## config.mk

```make
export PLATFORM = sky130hd
export DESIGN_NAME = bram_stream_fifo_ctrl
export DESIGN_NICKNAME = d
export VERILOG_FILES = /design/src/rtl/bram_stream_fifo_ctrl.sv
export SDC_FILE = /design/constraint.sdc
export NUM_CORES = 1
export LEC_CHECK = 0
export ABC_CLOCK_PERIOD_IN_PS = 5500
export BUFFER_PORTS_ARGS = -buffer_cell sky130_fd_sc_hd__buf_2
export CAP_MARGIN = 5
export CORE_MARGIN = 2
export CORE_UTILIZATION = 35
export DETAILED_ROUTE_END_ITERATION = 12
export SLEW_MARGIN = 40
export SYNTH_ARGS = -nofsm -noshare
export SYNTH_HDL_FRONTEND = slang
export SYNTH_SLANG_ARGS = --single-unit
export TNS_END_PERCENT = 50
```

## constraint.sdc

```tcl
create_clock -name clk -period 5.5 [get_ports clk]
set_clock_uncertainty 0.05 [all_clocks]
set_input_delay 0.55 -clock clk [delete_from_list [all_inputs] [get_ports clk]]
set_output_delay 0.55 -clock clk [all_outputs]
set_load 0.02 [all_outputs]
```

## src/rtl/bram_stream_fifo_ctrl.sv

```systemverilog
// Circular FIFO controller over a single-port synchronous-read RAM with valid/ready streams.
// Optional macro BRAM_STREAM_FIFO_HWM_EN builds the hwm high-water-mark register.
module bram_stream_fifo_ctrl #(
    parameter int ADDR_WIDTH = 23,
    parameter int DATA_WIDTH = 16,
    parameter int DEPTH_LOG2 = 16
) (
    input  logic                  clk,
    input  logic                  reset,
    input  logic                  in_valid,
    output logic                  in_ready,
    input  logic [DATA_WIDTH-1:0] in_data,
    output logic                  out_valid,
    input  logic                  out_ready,
    output logic [DATA_WIDTH-1:0] out_data,
    output logic [DEPTH_LOG2:0]   count,
    output logic                  mem_we,
    output logic                  mem_oe,
    output logic [ADDR_WIDTH-1:0] mem_addr,
    output logic [DATA_WIDTH-1:0] mem_wdata,
    input  logic [DATA_WIDTH-1:0] mem_rdata,
    output logic [DEPTH_LOG2:0]   hwm
);

    typedef enum logic {GRANT_WR = 1'b0, GRANT_RD = 1'b1} grant_e;

    localparam logic [DEPTH_LOG2:0]   RING_WORDS = {1'b1, {DEPTH_LOG2{1'b0}}};
    localparam logic [DEPTH_LOG2:0]   LEVEL_ONE  = 1;
    localparam logic [DEPTH_LOG2-1:0] PTR_ONE    = 1;

    grant_e                last_grant;
    logic [DEPTH_LOG2-1:0] wr_ptr;
    logic [DEPTH_LOG2-1:0] rd_ptr;
    logic [DEPTH_LOG2:0]   mem_level;
    logic [DEPTH_LOG2:0]   count_next;
    logic                  capture_pending;
    logic [1:0]            buf_cnt;
    logic [DATA_WIDTH-1:0] buf_tail;
    logic                  want_wr;
    logic                  want_rd;
    logic                  wr_grant;
    logic                  rd_grant;
    logic                  pop;

    // Round-robin arbiter; a read needs a free buffer slot counting the capture in flight.
    always_comb begin
        // NOTE: every comb output gets a default first so no path can infer a latch.
        wr_grant = 1'b0;
        rd_grant = 1'b0;
        want_wr  = in_valid && (mem_level != RING_WORDS) && !reset;
        want_rd  = (mem_level != '0) && ((buf_cnt + {1'b0, capture_pending}) < 2'd2) && !reset;
        if (want_wr && want_rd) begin
            if (last_grant == GRANT_RD) wr_grant = 1'b1;
            else                        rd_grant = 1'b1;
        end else begin
            wr_grant = want_wr;
            rd_grant = want_rd;
        end
    end

    always_comb begin
        in_ready  = wr_grant;
        mem_we    = wr_grant;
        mem_oe    = rd_grant || capture_pending;
        mem_wdata = wr_grant ? in_data : '0;
        mem_addr  = '0;
        if (wr_grant)      mem_addr[DEPTH_LOG2-1:0] = wr_ptr;
        else if (rd_grant) mem_addr[DEPTH_LOG2-1:0] = rd_ptr;
    end

    assign out_valid = (buf_cnt != 2'd0);
    assign pop       = out_valid && out_ready;

    always_comb begin
        count_next = count;
        if (wr_grant && !pop)      count_next = count + LEVEL_ONE;
        else if (!wr_grant && pop) count_next = count - LEVEL_ONE;
    end

    always_ff @(posedge clk) begin
        // NOTE: state registers use non-blocking assignments so every flop samples pre-edge values.
        if (reset) begin
            last_grant      <= GRANT_RD;
            wr_ptr          <= '0;
            rd_ptr          <= '0;
            mem_level       <= '0;
            count           <= '0;
            capture_pending <= 1'b0;
            buf_cnt         <= 2'd0;
            buf_tail        <= '0;
            out_data        <= '0;
        end else begin
            capture_pending <= rd_grant;
            count           <= count_next;
            if (wr_grant) begin
                wr_ptr     <= wr_ptr + PTR_ONE;
                mem_level  <= mem_level + LEVEL_ONE;
                last_grant <= GRANT_WR;
            end else if (rd_grant) begin
                rd_ptr     <= rd_ptr + PTR_ONE;
                mem_level  <= mem_level - LEVEL_ONE;
                last_grant <= GRANT_RD;
            end
            // Capture takes the word the RAM registered on the previous edge.
            if (capture_pending && pop) begin
                if (buf_cnt == 2'd2) begin
                    out_data <= buf_tail;
                    buf_tail <= mem_rdata;
                end else begin
                    out_data <= mem_rdata;
                end
            end else if (capture_pending) begin
                if (buf_cnt == 2'd0) out_data <= mem_rdata;
                else                 buf_tail <= mem_rdata;
                buf_cnt <= buf_cnt + 2'd1;
            end else if (pop) begin
                out_data <= buf_tail;
                buf_cnt  <= buf_cnt - 2'd1;
            end
        end
    end

`ifdef BRAM_STREAM_FIFO_HWM_EN
    always_ff @(posedge clk) begin
        if (reset)                  hwm <= '0;
        else if (count_next > hwm)  hwm <= count_next;
    end
`else
    assign hwm = '0;
`endif

endmodule

```

==> results.md, run 1 <==
* Outcome: finished, final reports clean
* Initial antenna violation count at 0
* Fraction of registers with async set/reset at 0%
* Final setup TNS at 0 ps
* Worst-Margin Slew at between 700 and 800 ps
* DP Cell Count at between 1000 and 1500
* CTS tree: built
* CP required at around 5700 ps
* Sequential-to-total area share from yosys stat at about a third
* Initial core utilization at 35.6%
* Main combinational cell family by area after synthesis: simple AND/OR/NAND/NOR gates
* Adder-Cell Fraction of Synth Area at between 7 and 8%
* Worst Hold Depth at 3
* Final Non-Filler Cells at approximately 1000
* Clk sinks at just over 100
* Iteration-0 DRC Markers at between 200 and 300
* Num CTS Buffers at 9
* Post-CTS repair timing setup buffer count at 0
* Vias in the first global route at 5060
* Max_slew headroom at 47.9%
* Final HPWL DP at 10.4 mm
* Fin nets at 890
* Lkg Pwr at 0.00310 uW
* Final hold vios at 0
* Most common cell in the synthesized netlist: dfxtp_1
* Post-synthesis mux area share at under 10%
* Final Max Slew Viols at 0
* Multi-input logic area at 3810 um^2
* Reg2reg start: mem_level[11]$_SDFFE_PP0P_
* Worst Min Path Start: mem_rdata[3]
* Post-synth top cells: 102 x dfxtp_1, 88 x nor2_1, 51 x nand2_1
* # H-tree levels at 3
* Row cnt at 48
* CTS max path bufs at 2
* First-pass GRT wire length at 24.4 mm
* # setup viols final at 0
* Antenna-violating nets left at 0
* Synth Register Bits at ~100
* Sequential Area at 2040 um^2
* Slowest stage cell on the critical path: o21ai_0
* CP delay by family, top: simple AND/OR/NAND/NOR gates
* Share of Yosys cell area claimed by the top area cell type at 33.3%
* Synth Cell Area at 6140 um^2
* Arrival time worst endpoint at 4640 ps
* Simple-gate share of the synthesized area at 20.6%
* Ys flop type: dfxtp_1
* CP max stage delay at 540 ps
* R2R depth at 14
* Total grt overflow at 0
* All-layer global routing usage at about 16%
* Buffers on Ports at 104
* Worst Setup Path Type: reg2reg
* Routed via count at 5466
* Synth warn at 0
* Compound-cell area share of the yosys netlist at 19.8%
* Synth area leader: dfxtp_1
* Die Span Y at 136 um
* I/O pin cnt at 129
* Filler cells at around 1700
* Pwr Density at 563 nW/um^2
* Crit. End Element: flop
* Total of max-cap violations at 0
* Hold endpoint: buf_tail[3]$_SDFFE_PP0P_
* Worst path buffer plus inverter count at 2
* Drt pass-1 iters at 5
* Cts hold-fix bufs at 0
* Synth Area per Inst at 8.41 um^2
* Period utilization at 80.9%
* Largest net degree at the start of global routing at 73
* RSZ-0062 raised after global routing: false
* Core footprint at 17200 um^2
* Min Clock Period, post-route at approximately 4400 ps
* Residual DRC at 0
* Number of diodes at 0
* Hold Path Class: in2reg
* Worst skew pair latency at 350 ps
* Post-synth EDFFs at 0
* WL final at about 15 mm
* Die area at 18600 um^2
* XOR/XNOR share of the synthesized area at 6.26%
* Syn Inst Count at 730
* Clock slew seen by the registers of the worst setup and hold paths at 70 ps
* Area contributors post-synth: dfxtp_1 33%, ha_1 7.1%, mux2i_1 5.9%
* Critical path startpoint category: flop
* Cts repair resizes at 0
* Fmax at 225 MHz
* Critical register-to-register path endpoint: count[11]$_SDFFE_PP0P_
* RePlAce Congestion at 0.802
* Crit Path Max Fanout at 19
* Area grow syn2layout at 14.9%
* Horiz. Die Dim at 136 um
* Wirelength per Cell at 14.2 um
* Fraction of layout cells with a size suffix above 1 at 16.9%
* VDD IR max at 0.263 mV
* Drt via density at 5.22
* Library cells used by synthesis at 63
* Worst path cell trace: nor4_1 -> nand4_1 -> o211ai_2 -> nand2_1 -> inv_2 -> ha_2 -> inv_1 -> ha_1 -> and3_1 -> nand2_1 -> o21ai_0 -> a31oi_1 -> and3_1 -> a311o_1
* CTS Root Cell: clkbuf_16
* Register-to-register setup slack at 1050 ps
routing by layer:
metal	wire, um	global-route usage, %	share of wire, %	vias to the layer above
met2	6980	26.8	47	114
met4	210	3.94	1.4	0
met5	0	0	0	-
met3	645	3.91	4.3	19
li1	-	-	-	2794
met1	7010	21.0	47	2539
stage by stage:
stage / setup slack [ps] / instance area [um^2] / total power, uW / hold WS [ps] / util (%)
3_3_place_gp: 1160 / 6760 / 3340 / 411 / 39.2
4_1_cts: 1030 / 7050 / 4000 / 385 / 40.9
2_1_floorplan: 1120 / 6220 / 2870 / 398 / -
6_report: 1050 / 7050 / 3970 / 399 / 40.9
5_1_grt: 636 / 7050 / 4330 / 401 / 40.9
3_5_place_dp: 1030 / 6770 / 3360 / 418 / 39.3
cells by family after synthesis:
logic type      after synthesis
other cells                   1
buf+inv                      75
fa+ha+maj                    37
xor+xnor                     43
flops                       102
simple gates                256
mux                          36
compound gates              180
flip-flops by register name, summed over array words and instances, names as in the netlist:
signal / count
out_data: 16
last_grant: 1
buf_tail: 16
buf_cnt: 2
rd_ptr: 16
mem_level: 17
wr_ptr: 16
count: 17
capture_pending: 1
where the power goes:
group / switching, uW / total, uW / internal [uW]
Combinational: 1320 / 2240 / 919
Sequential: 165 / 1110 / 944
Clock: 303 / 618 / 315
cell type report:
| cell class | count | share of cell area (%) |
|---|---|---|
| inverter | 17 | 0.905 |
| multi-input combinational | 576 | 54.0 |
| sequential | 102 | 29.0 |
| tap | 225 | 3.99 |
| clock inverter | 6 | 0.745 |
| timing repair buffer | 111 | 8.16 |
| clock buffer | 10 | 3.25 |
worst max-delay path by stage:
stage / cells past startpoint / to / from / slack (ps)
6_report: 14 / count[11]$_SDFFE_PP0P_ / mem_level[11]$_SDFFE_PP0P_ / 1050
5_1_grt: 14 / count[11]$_SDFFE_PP0P_ / mem_level[11]$_SDFFE_PP0P_ / 640
4_1_cts: 14 / count[11]$_SDFFE_PP0P_ / mem_level[11]$_SDFFE_PP0P_ / 1030
3_5_place_dp: 14 / count[11]$_SDFFE_PP0P_ / mem_level[11]$_SDFFE_PP0P_ / 1030
3_3_place_gp: 14 / count[12]$_SDFFE_PP0P_ / mem_level[11]$_SDFFE_PP0P_ / 1160
2_1_floorplan: 15 / count[12]$_SDFFE_PP0P_ / mem_level[0]$_SDFFE_PP0P_ / 1120
cell usage in the layout (no fill, tap or decap), types with 4 or more instances in the layout:
| master | count |
|---|---|
| or3_1 | 9 |
| clkbuf_16 | 9 |
| o31ai_1 | 4 |
| nor4b_1 | 5 |
| buf_4 | 8 |
| xnor2_1 | 29 |
| and3_1 | 28 |
| nor2_1 | 88 |
| xor2_1 | 13 |
| a31oi_1 | 7 |
| a211oi_1 | 24 |
| o211ai_1 | 7 |
| and4_1 | 4 |
| conb_1 | 24 |
| nor4_1 | 10 |
| mux2i_1 | 36 |
| nand4_1 | 11 |
| dfxtp_1 | 102 |
| a311o_1 | 4 |
| buf_2 | 103 |
| inv_1 | 15 |
| ha_1 | 34 |
| o22ai_1 | 4 |
| nor3_1 | 9 |
| nand2_1 | 50 |
| o21ai_0 | 27 |
| and2_1 | 8 |
| a21o_1 | 12 |
| nand3_1 | 17 |
| a22o_1 | 14 |
| a21oi_1 | 48 |
tightest hold or removal path: stages:
cell and delay, ps:
buf_2 80, mux2i_1 60, nor2_1 80
Power figures use the tool's default switching activity.
==> inputs of run 2 (changes only) <==
--- a/config.mk
+++ b/config.mk
@@ -5,7 +5,7 @@
 export SDC_FILE = /design/constraint.sdc
 export NUM_CORES = 1
 export LEC_CHECK = 0
-export ABC_CLOCK_PERIOD_IN_PS = 5500
+export ABC_CLOCK_PERIOD_IN_PS = 4050
 export BUFFER_PORTS_ARGS = -buffer_cell sky130_fd_sc_hd__buf_2
 export CAP_MARGIN = 5
 export CORE_MARGIN = 2
==> constraint.sdc (replaced) <==
create_clock -name clk -period 4.05 [get_ports clk]
set_clock_uncertainty 0.05 [all_clocks]
set_input_delay 0.405 -clock clk [delete_from_list [all_inputs] [get_ports clk]]
set_output_delay 0.405 -clock clk [all_outputs]
set_load 0.02 [all_outputs]
==> run 2 against run 1 <==
Net effect:
- die area unchanged
- first-iteration DRC count down 5.4%
- core utilization up 0.73 points
- largest power group unchanged
- global-route usage up 0.50 points
- largest cell class unchanged
- final cell count increased by 1.1%
- flip-flop and latch count did not move
- worst hold slack got worse by 140 ps
- clock power rose by 38%
- critical path type unchanged
- combinational power up 40%
- critical path depth unchanged
- cell area grew 1.8%
- count of clock-buffer cells in the layout did not move
==> results.md, run 2 (synthesis results as in run 1) <==
* Final hold vios at 0 (unchanged)
* Drt via density at 5.23 (was 5.22)
* WL final at 15.1 mm (was 14.8 mm)
* CTS tree: built (unchanged)
* Fmax at 268 MHz (was 225 MHz)
* Drt pass-1 iters at 4 (was 5)
* CP max stage delay at 390 ps (was 540 ps)
* Die area at 18600 um^2 (unchanged)
* Arrival time worst endpoint at 3910 ps (was 4640 ps)
* Buffers on Ports at 104 (unchanged)
* Clock slew seen by the registers of the worst setup and hold paths at 80 ps (was 70 ps)
* Worst path cell trace: nor4_2 -> nand4_1 -> o211ai_2 -> nand2_4 -> inv_2 -> ha_2 -> clkinvlp_4 -> ha_1 -> and3_1 -> a21boi_0 -> or3_1 -> a311oi_1 -> xor2_1 -> o22ai_1 (was nor4_1 -> nand4_1 -> o211ai_2 -> nand2_1 -> inv_2 -> ha_2 -> inv_1 -> ha_1 -> and3_1 -> nand2_1 -> o21ai_0 -> a31oi_1 -> and3_1 -> a311o_1)
* # H-tree levels at 3 (unchanged)
* Fin nets at 901 (was 890)
* Antenna-violating nets left at 0 (unchanged)
* Most frequent cells in the layout: 103 x buf_2, 102 x dfxtp_1, 88 x nor2_1 (unchanged)
* Crit Path Max Fanout at 9 (was 19)
* Number of diodes at 0 (unchanged)
* Residual DRC at 0 (unchanged)
* Outcome: finished, final reports clean (unchanged)
* Wirelength per Cell at 14.3 um (was 14.2 um)
* Commonest non-fill, non-tap cell in the layout: buf_2 (unchanged)
* Lkg Pwr at 0.00316 uW (was 0.00310 uW)
* Period utilization at 92.1% (was 80.9%)
* Min Clock Period, post-route at 3730 ps (was 4450 ps)
* Routed via count at 5536 (was 5466)
* Initial core utilization at 35.6% (unchanged)
* Max_slew headroom at 53.7% (was 47.9%)
* VDD IR max at 0.290 mV (was 0.263 mV)
* Vias in the first global route at 5142 (was 5060)
* Critical path startpoint category: flop (unchanged)
* Crit. End Element: flop (unchanged)
* CTS max path bufs at 2 (unchanged)
* Filler cells at 1749 (was 1735)
* # setup viols final at 0 (unchanged)
* Pwr Density at 767 nW/um^2 (was 563 nW/um^2)
* Hold Path Class: in2reg (unchanged)
* Row cnt at 48 (unchanged)
* Worst skew pair latency at 350 ps (about the same)
* Slowest stage cell on the critical path: or3_1 (was o21ai_0)
* Fraction of layout cells with a size suffix above 1 at 18.8% (was 16.9%)
* Num CTS Buffers at 9 (unchanged)
* Clk sinks at 102 (unchanged)
* Area grow syn2layout at 17.0% (was 14.9%)
* RePlAce Congestion at 0.792 (was 0.802)
* CTS Root Cell: clkbuf_16 (unchanged)
* Initial antenna violation count at 0 (unchanged)
* Post-Route Utilization at 41.6% (was 40.9%)
* Worst-Margin Slew at 692 ps (was 781 ps)
* First-pass GRT wire length at 25.3 mm (was 24.4 mm)
* Final HPWL DP at 10.7 mm (was 10.4 mm)
* Leading registers by flop count: count: 17 flops, mem_level: 17 flops (unchanged)
* Horiz. Die Dim at 136 um (unchanged)
* Worst Setup Path Type: reg2reg (unchanged)
* Power, Total at 5510 uW (was 3970 uW)
* I/O pin cnt at 129 (unchanged)
* Final Max Slew Viols at 0 (unchanged)
* Largest net degree at the start of global routing at 60 (was 73)
* Total of max-cap violations at 0 (unchanged)
* CP required at 4230 ps (was 5690 ps)
* Die Span Y at 136 um (unchanged)
* Final setup TNS at 0 ps (unchanged)
* Iteration-0 DRC Markers at 279 (was 295)
* Core footprint at 17200 um^2 (unchanged)
* Total grt overflow at 0 (unchanged)
* All-layer global routing usage at 16.6% (was 16.1%)
-- run 2: cell type report --
type | count | area, um^2 | share of cell area [%]
multi-input cells | 576 | 3840 | 53.5
flip-flops and latches | 102 | 2040 | 28.4
repair buffers | 122 | 658 | 9.17
well taps | 225 | 282 | 3.92
clock buffers | 10 | 229 | 3.19
inverters | 17 | 67.6 | 0.941
clock inverters | 6 | 57.6 | 0.802
-- run 2: power breakdown --
part	internal, uW	total, uW	switching (uW)
logic	1300	3130	1830
registers	1280	1520	239
clock network	434	855	421
total	3020	5510	2490
-- run 2: stage by stage --
| step | cell area, um^2 | instances | worst slack, ps | hold WS, ps |
|---|---|---|---|---|
| after global routing | 7180 | 1058 | -42.1 | 258 |
| after floorplan | 6250 | 753 | -36.3 | 398 |
| after detailed placement | 6850 | 1039 | 197 | 419 |
| after CTS | 7130 | 1055 | 183 | 242 |
| after global placement | 6840 | 1039 | 235 | 410 |
| final | 7180 | 1058 | 318 | 256 |
-- run 2: worst paths after layout --
check                                          startpoint  depth (start not counted)  slack [ps]                         to
worst max register to register  mem_level[0]$_SDFFE_PP0P_                         14         320     count[12]$_SDFFE_PP0P_
worst min register to register  mem_level[9]$_SDFFE_PP0P_                          2         440  mem_level[9]$_SDFFE_PP0P_
worst max-delay path            mem_level[0]$_SDFFE_PP0P_                         14         320     count[12]$_SDFFE_PP0P_
worst min-delay path                         mem_rdata[0]                          3         260   buf_tail[0]$_SDFFE_PP0P_
-- run 2: layer usage --
layer  routed length, um  GRT usage, %
met2                6960          26.2
met5                   0             0
met1                7490          23.2
met4                 130          3.53
met3                 551          3.80
-- run 2: critical path, delay by kind of cell, from the launching register on --
kind / cells / cell delay, ps
simple gates: 5 / 1250
compound gates: 4 / 810
buf+inv: 2 / 310
flops: 1 / 380
fa+ha+maj: 2 / 640
xor+xnor: 1 / 170
-- run 2: what timing repair did --
action | in CTS | in global routing
buffers inserted | 0 | 3
resized for setup | 0 | 4
hold buffers | 0 | 0
endpoints found under the setup margin | 0 | 9
==> inputs of run 3 (changes only) <==
--- a/config.mk
+++ b/config.mk
@@ -9,8 +9,9 @@
 export BUFFER_PORTS_ARGS = -buffer_cell sky130_fd_sc_hd__buf_2
 export CAP_MARGIN = 5
 export CORE_MARGIN = 2
-export CORE_UTILIZATION = 35
+export CORE_UTILIZATION = 45
 export DETAILED_ROUTE_END_ITERATION = 12
+export PLACE_DENSITY = 0.7
 export SLEW_MARGIN = 40
 export SYNTH_ARGS = -nofsm -noshare
 export SYNTH_HDL_FRONTEND = slang
==> run 3 against run 2 <==
Net effect:
- wire length fell by 4.7%
- core utilization is 12 points higher
- sequential power is essentially flat
- non-clock buffer count is 6 lower
- register-to-register slack lost 160 ps
- first-iteration DRC count is 25% higher
- sequential share of layout area up 0.26 points
- total power rose by 0.99%
- critical path depth is the same
- flip-flop and latch count unchanged
- global-route usage up 2.8 points
- worst setup slack got worse by 160 ps
- critical endpoint unchanged
- largest cell class unchanged
- largest power group unchanged
- highest routed layer unchanged
==> results.md, run 3 (synthesis results as in run 1) <==
* Outcome: finished, final reports clean (unchanged)
* Die area at 14600 um^2 (was 18600 um^2)
* Pre-CTS setup slack at 70.9 ps (was 197 ps)
* Fraction of layout cells with a size suffix above 1 at 18.0% (was 18.8%)
* Initial antenna violation count at 0 (unchanged)
* Worst path cell trace: nor4_2 -> nand4_1 -> o211ai_2 -> nand2_4 -> inv_2 -> ha_2 -> clkinvlp_2 -> ha_4 -> a21o_1 -> a21o_1 -> or3_1 -> a311oi_1 -> xor2_1 -> o22ai_1 (was nor4_2 -> nand4_1 -> o211ai_2 -> nand2_4 -> inv_2 -> ha_2 -> clkinvlp_4 -> ha_1 -> and3_1 -> a21boi_0 -> or3_1 -> a311oi_1 -> xor2_1 -> o22ai_1)
* Total of max-cap violations at 0 (unchanged)
* Total grt overflow at 0 (unchanged)
* Antenna-violating nets left at 0 (unchanged)
* Largest net degree at the start of global routing at 64 (was 60)
* Fmax at 257 MHz (was 268 MHz)
* Commonest non-fill, non-tap cell in the layout: buf_2 (unchanged)
* Die Span Y at 121 um (was 136 um)
* Worst-Margin Slew at 694 ps (was 692 ps)
* Min Clock Period, post-route at 3890 ps (was 3730 ps)
* RePlAce Congestion at 0.869 (was 0.792)
* Routed via count at 5518 (was 5536)
* Reg2reg start: mem_level[7]$_SDFFE_PP0P_ (was mem_level[0]$_SDFFE_PP0P_)
* Crit. End Element: flop (unchanged)
* Arrival time worst endpoint at 4050 ps (was 3910 ps)
* Final Max Slew Viols at 0 (unchanged)
* Number of diodes at 0 (unchanged)
* Iteration-0 DRC Markers at 348 (was 279)
* Residual DRC at 0 (unchanged)
* Worst path buffer plus inverter count at 2 (unchanged)
* Final WS setup at 157 ps (was 318 ps)
* Drt pass-1 iters at 6 (was 4)
* Most frequent cells in the layout: 103 x buf_2, 102 x dfxtp_1, 88 x nor2_1 (unchanged)
* Critical path startpoint: mem_level[7]$_SDFFE_PP0P_ (was mem_level[0]$_SDFFE_PP0P_)
* Worst Min Path Start: mem_rdata[9] (was mem_rdata[0])
* Final setup TNS at 0 ps (unchanged)
* Num CTS Buffers at 9 (unchanged)
* Core footprint at 13300 um^2 (was 17200 um^2)
* Lkg Pwr at 0.00315 uW (was 0.00316 uW)
* Clk sinks at 102 (unchanged)
* Post-Route Utilization at 53.5% (was 41.6%)
* Worst skew pair latency at 340 ps (was 350 ps)
* Fin nets at 896 (was 901)
* CP delay by family, top: simple AND/OR/NAND/NOR gates (unchanged)
* Initial core utilization at 46.2% (was 35.6%)
* Clock slew seen by the registers of the worst setup and hold paths at 70 ps (was 80 ps)
* Final HPWL DP at 10.0 mm (was 10.7 mm)
* CTS tree: built (unchanged)
* Row cnt at 42 (was 48)
* # H-tree levels at 3 (unchanged)
* Area grow syn2layout at 15.9% (was 17.0%)
* CP required at 4210 ps (was 4230 ps)
* Max_slew headroom at 53.6% (was 53.7%)
* WL final at 14.4 mm (was 15.1 mm)
* Horiz. Die Dim at 121 um (was 136 um)
* Wirelength per Cell at 14.4 um (was 14.3 um)
* VDD IR max at 0.371 mV (was 0.290 mV)
* Critical path startpoint category: flop (unchanged)
* Leading registers by flop count: count: 17 flops, mem_level: 17 flops (unchanged)
* Worst Setup Path Type: reg2reg (unchanged)
* Vias in the first global route at 4873 (was 5142)
* Pwr Density at 782 nW/um^2 (was 767 nW/um^2)
* Period utilization at 96.1% (was 92.1%)
* CTS Root Cell: clkbuf_16 (unchanged)
* # setup viols final at 0 (unchanged)
* Hold Path Class: in2reg (unchanged)
* All-layer global routing usage at 19.5% (was 16.6%)
* Placed cell area at 6750 um^2 (was 6850 um^2)
* Slowest stage cell on the critical path: nor4_2 (was or3_1)
* Design area at 7110 um^2 (was 7180 um^2)
* Crit-path most repeated cell: a21o_1
* First-pass GRT wire length at 23.5 mm (was 25.3 mm)
* Buffers on Ports at 104 (unchanged)
* Crit Path Max Fanout at 7 (was 9)
* I/O pin cnt at 129 (unchanged)
* CP max stage delay at 410 ps (was 390 ps)
* Final hold vios at 0 (unchanged)
* Drt via density at 5.50 (was 5.23)
* CTS max path bufs at 2 (unchanged)
-- run 3: report_power, final --
| group | switching [uW] | leakage [uW] | internal [uW] |
|---|---|---|---|
| combinational | 1790 | 0.00215 | 1270 |
| clock | 376 | 0.000163 | 604 |
| sequential | 241 | 0.000835 | 1280 |
-- run 3: stage by stage --
| stage | hold slack, ps | instances | total power [uW] |
|---|---|---|---|
| floorplan | 398 | 753 | 3910 |
| global placement | 412 | 985 | 4540 |
| detailed placement | 417 | 985 | 4560 |
| CTS | 254 | 1000 | 5560 |
| global route | 272 | 1003 | 6010 |
| finish | 263 | 1003 | 5560 |
-- run 3: routing by layer --
metal / vias to the layer above / part of all wire [%] / track usage [%]
li1: 2813 / - / -
met5: - / 0 / 0
met3: 12 / 5.7 / 5.00
met1: 2557 / 48 / 26.9
met4: 0 / 0.89 / 6.32
met2: 136 / 45 / 29.7
-- run 3: final cells by class --
class | instances | area (um^2)
Sequential cell | 102 | 2040
Clock buffer | 10 | 229
Clock inverter | 5 | 108
Tap cell | 176 | 220
Multi-Input combinational cell | 576 | 3830
Fill cell | 1248 | 6180
Timing Repair inverter | 1 | 5.00
Inverter | 17 | 67.6
Timing Repair Buffer | 116 | 613
-- run 3: worst register-to-register path, stage by stage (launching register included) --
cell and delay (ps):
dfxtp_1 340, nor4_2 410, nand4_1 200, o211ai_2 280, nand2_4 120, inv_2 90, ha_2 290, clkinvlp_2 290
ha_4 310, a21o_1 190, a21o_1 180, or3_1 410, a311oi_1 330, xor2_1 180, o22ai_1 90
-- run 3: what timing repair did --
item,CTS,global route
buffers inserted,0,2
hold buffers,0,0
hold endpoints to repair,0,0
setup endpoints to repair,0,11
resized for setup,0,1
-- run 3: path summary, 6_finish.rpt --
path	slack [ps]	cells after the start	endpoint
max	160	14	count[12]$_SDFFE_PP0P_
min reg2reg	430	2	mem_level[3]$_SDFFE_PP0P_
max reg2reg	160	14	count[12]$_SDFFE_PP0P_
min	260	3	buf_tail[9]$_SDFFE_PP0P_
